`src/rtl/pc_gen.sv`:
```
// Fetch program-counter generator: sequential stepping plus prioritised
// flush / branch / pending-branch redirects with a stall-tolerant capture slot.
module pc_gen #(
  parameter int unsigned       ADDR_W     = 32,
  parameter int unsigned       INST_BYTES = 4,
  parameter int unsigned       FETCH_N    = 2,
  parameter logic [ADDR_W-1:0] RESET_VEC  = {ADDR_W{1'b0}},
  parameter int unsigned       STALL_W    = 6
) (
  input  logic               clk,
  input  logic               rst,
  input  logic [STALL_W-1:0] stall,
  input  logic               branch_flag_i,
  input  logic [ADDR_W-1:0]  target_addr_i,
  input  logic               flush,
  input  logic [ADDR_W-1:0]  new_pc,
  output logic [ADDR_W-1:0]  pc,
  output logic               ce,
  output logic               redirect_o,
  output logic               misalign_o
);

  localparam logic [ADDR_W-1:0] STEP     = ADDR_W'(FETCH_N * INST_BYTES);
  localparam logic [ADDR_W-1:0] LOW_MASK = ADDR_W'(INST_BYTES - 1);

  function automatic logic [ADDR_W-1:0] align_addr(input logic [ADDR_W-1:0] addr);
    return addr & ~LOW_MASK;
  endfunction

  function automatic logic is_misaligned(input logic [ADDR_W-1:0] addr);
    return |(addr & LOW_MASK);
  endfunction

  logic              pend_v_r;
  logic [ADDR_W-1:0] pend_addr_r;
  logic              load_s;
  logic [ADDR_W-1:0] src_addr_s;
  logic [ADDR_W-1:0] seq_pc_s;
  logic              unused_stall_s;

  // Only bit 0 of the stall vector affects the fetch stage.
  assign unused_stall_s = ^stall;
  assign seq_pc_s       = pc + STEP;

  // Select the redirect source by priority: flush, direct branch, pending branch.
  always_comb begin
    load_s     = 1'b0;
    src_addr_s = {ADDR_W{1'b0}};
    if (flush) begin
      load_s     = 1'b1;
      src_addr_s = new_pc;
    end else if (!stall[0] && branch_flag_i) begin
      load_s     = 1'b1;
      src_addr_s = target_addr_i;
    end else if (!stall[0] && pend_v_r) begin
      load_s     = 1'b1;
      src_addr_s = pend_addr_r;
    end else begin
      load_s     = 1'b0;
      src_addr_s = {ADDR_W{1'b0}};
    end
  end

  // PC, enable, pending-branch slot and redirect pulse registers.
  always_ff @(posedge clk or posedge rst) begin
    if (rst) begin
      ce          <= 1'b0;
      pc          <= RESET_VEC;
      pend_v_r    <= 1'b0;
      pend_addr_r <= {ADDR_W{1'b0}};
      redirect_o  <= 1'b0;
      misalign_o  <= 1'b0;
    end else if (!ce) begin
      ce         <= 1'b1;
      pc         <= RESET_VEC;
      pend_v_r   <= 1'b0;
      redirect_o <= 1'b0;
      misalign_o <= 1'b0;
    end else begin
      redirect_o <= load_s;
      misalign_o <= load_s & is_misaligned(src_addr_s);
      if (load_s) begin
        pc       <= align_addr(src_addr_s);
        pend_v_r <= 1'b0;
      end else if (stall[0]) begin
        // Newest branch seen while stalled replaces any earlier capture.
        if (branch_flag_i) begin
          pend_v_r    <= 1'b1;
          pend_addr_r <= target_addr_i;
        end
      end else begin
        pc <= seq_pc_s;
      end
    end
  end

endmodule
```
`config.mk`:
```
export PLATFORM = sky130hd
export DESIGN_NAME = pc_gen
export DESIGN_NICKNAME = d
export VERILOG_FILES = /design/src/rtl/pc_gen.sv
export SDC_FILE = /design/constraint.sdc
export NUM_CORES = 1
export LEC_CHECK = 0
export BUFFER_PORTS_ARGS = -buffer_cell sky130_fd_sc_hd__buf_2
export CORE_MARGIN = 2
export CORE_UTILIZATION = 24
export CTS_CLUSTER_SIZE = 10
export DETAILED_ROUTE_END_ITERATION = 6
export HOLD_SLACK_MARGIN = 0.06
export PLACE_DENSITY = 0.45
export SLEW_MARGIN = 5
export SYNTH_ARGS = -nofsm -noshare
export SYNTH_HDL_FRONTEND = slang
export SYNTH_SLANG_ARGS = --single-unit
```
`constraint.sdc`:
```
create_clock -name clk -period 1.7 [get_ports clk]
set_input_delay 0.085 -clock clk [delete_from_list [all_inputs] [get_ports clk]]
set_output_delay 0.085 -clock clk [all_outputs]
set_load 0.01 [all_outputs]
```
======== Yosys cells after proc, flatten, opt, wreduce, memory -nomap -nowiden ========
Index checks and enable logic that the tools add are counted.
W data, S select, Z words.
storage, ports and cells
  register bits ........................... 68
  input bits .............................. 74
  output and inout port bits .............. 35
  word-level logic and storage cells ...... 33
operators by class
  add/sub/neg operators ................... 1
  equal/unequal tests ..................... 3
  muxes and demuxes ....................... 15
  bitwise gates (word level) .............. 2
  reduce and logical (&&, ||, !) cells .... 6
operators by type and width
  kind                     number
  $mux W32                 6
  $add A32 B4 Y32 const B  1
  $mux W1                  9
  $ne A3 B2 Y1 const B     3
  $reduce_and A4 Y1        1
  $logic_and A1 B1 Y1      2
  $reduce_and A2 Y1        1
  $reduce_or A2 Y1         1
  $and A1 B1 Y1            1
  $logic_not A1 Y1         1
  $not A1 Y1               1

======== Depth between registers and ports, before layout ========
  depth in word-level cells ............... 8
  depth in mapped cells ................... 7
  gate-level depth less buffers ........... 6

======== Worst setup path after synthesis ========
OpenSTA, ideal clock, no wires.
  path kind ............................... register to register
  from .................................... register pc[3]
  to ...................................... register pc[23]
  setup time .............................. 0.082 ns
  arrival ................................. 1.730 ns
  setup slack ............................. -0.112 ns
  stages on the path, launching flop included .. 7
  path buffers ............................ 0
  clock period less this slack ............ 1.812 ns
  cell sequence ........................... dfrtp_1 > ha_1 > nand4_1 > nor4_4 > nand2_1 > o31a_1 > o22ai_1
on the way
  word-level cells in the longest chain between the ends .. 4
ends and longest elaborated chain
  what                      line  source
  start: declaration        17    output logic [ADDR_W-1:0] pc,
  start signal: assignment  83    pc <= align_addr(src_addr_s);
  start signal: assignment  92    pc <= seq_pc_s;
  $add A32 B4 Y32           43    assign seq_pc_s = pc + STEP;
  $mux W32                  85    end else if (stall[0]) begin
  $mux W32                  82    if (load_s) begin
  $mux W32                  73    end else if (!ce) begin
No other way between the ends. The select of a mux whose other input is x is not followed.
A chain may end at the register's enable or synchronous reset.

======== Worst setup path in the final report ========
  from .................................... register pc[3]
  to ...................................... register pc[17]
Same word-level chain as after synthesis.

==> summary.txt <==
Detailed routing
  • Number of vias per cell: 4.91
  • Final wirelength: 13700 um
  • Initial DRC Count: 233
  • Number of routed nets with antenna violations: 0
  • Via count: 3989
  • Drt pass-1 iters: 4
  • DRC Markers: 0
  • WL/cell: 16.8 um

GRT
  • Largest net degree at the start of global routing: 67
  • Overflow after GRT: 0
  • First-pass GRT wire length: 21300 um
  • Total track usage: 16.4%
  • Via count of the first global-routing pass: 3935
  • Initial antenna violation count: 0

Clock network
  • Clk sinks: 66
  • Clk buf depth: 2
  • CTS tree: built
  • TritonCTS Buffers: 9
  • H-tree levels: 3
  • Clk Latency, worst-skew pair: 330 ps
  • Root Buffer: clkbuf_16
  • Clk slew on worst S/H paths: 60 ps

Setup path
  • R2r worst-path depth: 6
  • RR Endpoint: pc[17]
  • CP max FO: 3
  • Arrival time of the worst setup path: 1910 ps
  • CP required: 1900 ps
  • Startpoint Class: register
  • FF-to-FF Start: pc[3]
  • Crit path kind: register to register
  • Reg2Reg Setup Slack: -7 ps
  • Worst setup EP type: register

Placed design
  • Pre-CTS setup slack: -117 ps
  • HPWL Detailed: 10100 um
  • Port Buffers: 101
  • GPL Wtd Cong: 0.832

Power and ir drop
  • Sw Share: 26.9%
  • Power share of the clock group: 37.7%
  • Sw Pwr: 1.26 mW
  • VDD IR max: 0.000395 V
  • Leakage power: 2.60 nW
  • Comb pwr share: 21.0%
  • Internal power: 3.43 mW
  • Flop pwr share: 41.4%
  • PwrDens: 799 mW/mm^2

Yosys
  • Yosys top cell area share: 43.3%
  • Synth unique cells: 60
  • Post-synth EDFFs: 0
  • Syn avg cell area: 9.43 sq um
  • Asr flop ratio synth: 100%
  • Sequential share of the synthesized area: 43.3%
  • Synth warnings: 0
  • Synth top area cells: dfrtp_1 43%, mux2_2 9.4%, nand2_1 4.4%
  • Post-Syn Instances: 405
  • Netlist Area Pre-Place: 0.00382 sq mm
  • Area leader, netlist: dfrtp_1
  • Synth Flop Type: dfrtp_1
  • Synthesis-stage register bit count: 66

Timing
  • Hold Vio Cnt, Final: 0
  • Setup violations, final: 3
  • Final worst path period share: 100%
  • Final worst setup slack: -7.38 ps
  • Max Clk Rate: 586 MHz
  • RSZ-0062 raised after global routing: true
  • Worst Clk Skew: 6.88 ps
  • Final max-slew violation count: 0
  • Final min period: 1710 ps

Status
  • Failing checks: negative setup slack
  • Outcome: finished, violations left

Run
  • Max cap viols: 0

Floorplanning
  • Starting Density: 24.3%
  • Die Area: 0.0169 sq mm
  • Core area: 0.0157 sq mm
  • Num rows: 46
  • I/O pin count: 109
  • Die Ht: 130 um
  • Die width: 130 um

Final layout
  • # diodes: 0
  • Util after Layout: 37.3%
  • Share of layout cells above drive strength 1: 43.6%
  • Layout area overhead: 53.7%
  • Fin nets: 666

Hold path
  • Hold Crit Endpoint: pc[21]
  • Hold path startpoint: new_pc[21]
  • Hold Path Class: primary input to register
  • Hold depth: 3
==> worst max-delay path, cell delays in order (launching register included) <==
cell and delay (ps):
dfrtp_1 360, ha_2 200, and4_2 250, nand4_1 220, buf_4 240, o21ai_1 190
o22ai_1 130
==> logic make-up after synthesis <==
family	count (synthesis)	share of synthesized area (%)
AO/OA/AOI/OAI	133	24.3
XOR/XNOR	2	0.459
adder cells (fa/ha/maj)	1	0.328
buffers and inverters	39	4.56
flip-flops	66	43.3
multiplexers	35	10.2
other	2	0.197
AND/OR/NAND/NOR	127	16.7
==> per-stage QoR <==
stage               area (sq um)  setup TNS (ps)  hold slack, ps  instances  total power, mW
floorplan                   3840           -52.6             212        406             2.42
global placement            4960           -69.1             217        751             2.82
detailed placement          4960            -145             220        751             2.84
CTS                         5650           -29.9            61.0        809             4.70
global route                5870            -672            68.2        812             4.93
finish                      5870           -9.95            56.4        812             4.69
==> synthesized netlist by cell type (all sizes together) (2+ instances only) <==
library cell and instances:
dfrtp 66, nand2 45, o21ai 33, mux2 32
nor2 24, a22oi 22, buf 19, a21oi 14
clkbuf 14, nand3 13, a22o 12, nand4 12
nor3 7, a31oi 6, and3 6, o22ai 6
a221oi 5, a2bb2oi 5, and2 5, inv 5
and4 4, a32oi 3, a41oi 3, mux2i 3
nor4 3, o221ai 3, or2 3, a211oi 2
a221o 2, a222oi 2, conb 2, o21bai 2
o31a 2, o31ai 2, xnor2 2
==> cells in the final DEF (no fill, tap or decap), types with 3 or more instances in the layout <==
cell           instances
mux2i_1                3
clkbuf_16              9
nand3_2                5
dfrtp_1               66
o22ai_1                6
nand3_1                7
a32oi_1                3
nand2_1               44
nor2_1                20
nor3_1                 3
and2_1                 3
o21ai_1                6
a41oi_1                3
buf_6                  3
inv_1                  4
mux2_2                32
and4_1                 3
and3_1                 6
a21oi_1               10
clkbuf_8               3
o221ai_1               3
a22oi_1               21
a21oi_2                4
a31oi_1                6
nor3_2                 3
a2bb2oi_1              3
a22o_1                12
buf_2                101
o21ai_0               26
buf_12                 3
nand4_1               12
conb_1                 3
buf_4                 63
a221oi_2               4
dlygate4sd3_1         37
==> final cells by class <==
class,count,area (sq um)
Tap cell,216,270
Fill cell,1625,9850
Clock inverter,2,10.0
Timing Repair Buffer,207,1440
Multi-Input combinational cell,301,2190
Inverter,6,26.3
Clock buffer,14,274
Sequential cell,66,1650
==> flip-flops by register name, indices dropped and copies added (netlist names) <==
signal / flops
pend_addr_r: 32
pend_v_r: 1
misalign_o: 1
pc: 30
ce: 1
redirect_o: 1
==> per-layer routing <==
| layer | part of all wire (%) | track usage (%) |
|---|---|---|
| met4 | 2.1 | 5.50 |
| met2 | 48 | 26.0 |
| met1 | 45 | 22.5 |
| met5 | 0 | 0 |
| met3 | 4.6 | 3.20 |
==> repair_timing <==
action                                  in CTS  in global routing
buffers inserted                             5                  3
endpoints found under the setup margin       3                 23
hold endpoints to repair                   102                  0
resized for setup                            5                 45
hold buffers                                37                  0
pin swaps                                    7                 28
==> power by group through the flow <==
stage          combinational (mW)  clock, mW  sequential, mW
2_1_floorplan               0.449          0            1.98
3_3_place_gp                0.871          0            1.95
3_5_place_dp                0.884          0            1.96
4_1_cts                     0.952       1.81            1.93
5_1_grt                      1.08       1.89            1.97
6_report                    0.982       1.76            1.94
==> worst max-delay path by stage <==
stage | endpoint | depth (start not counted) | slack (ps) | from
global route | pc[15] | 8 | -140 | pc[3]
detailed placement | pc[31] | 6 | -120 | pc[3]
finish | pc[17] | 6 | -7 | pc[3]
global placement | pc[31] | 6 | -70 | pc[3]
floorplan | pc[31] | 6 | -50 | pc[3]
CTS | pc[23] | 6 | -20 | pc[3]
Note: power is estimated with default switching activity, not from simulation.
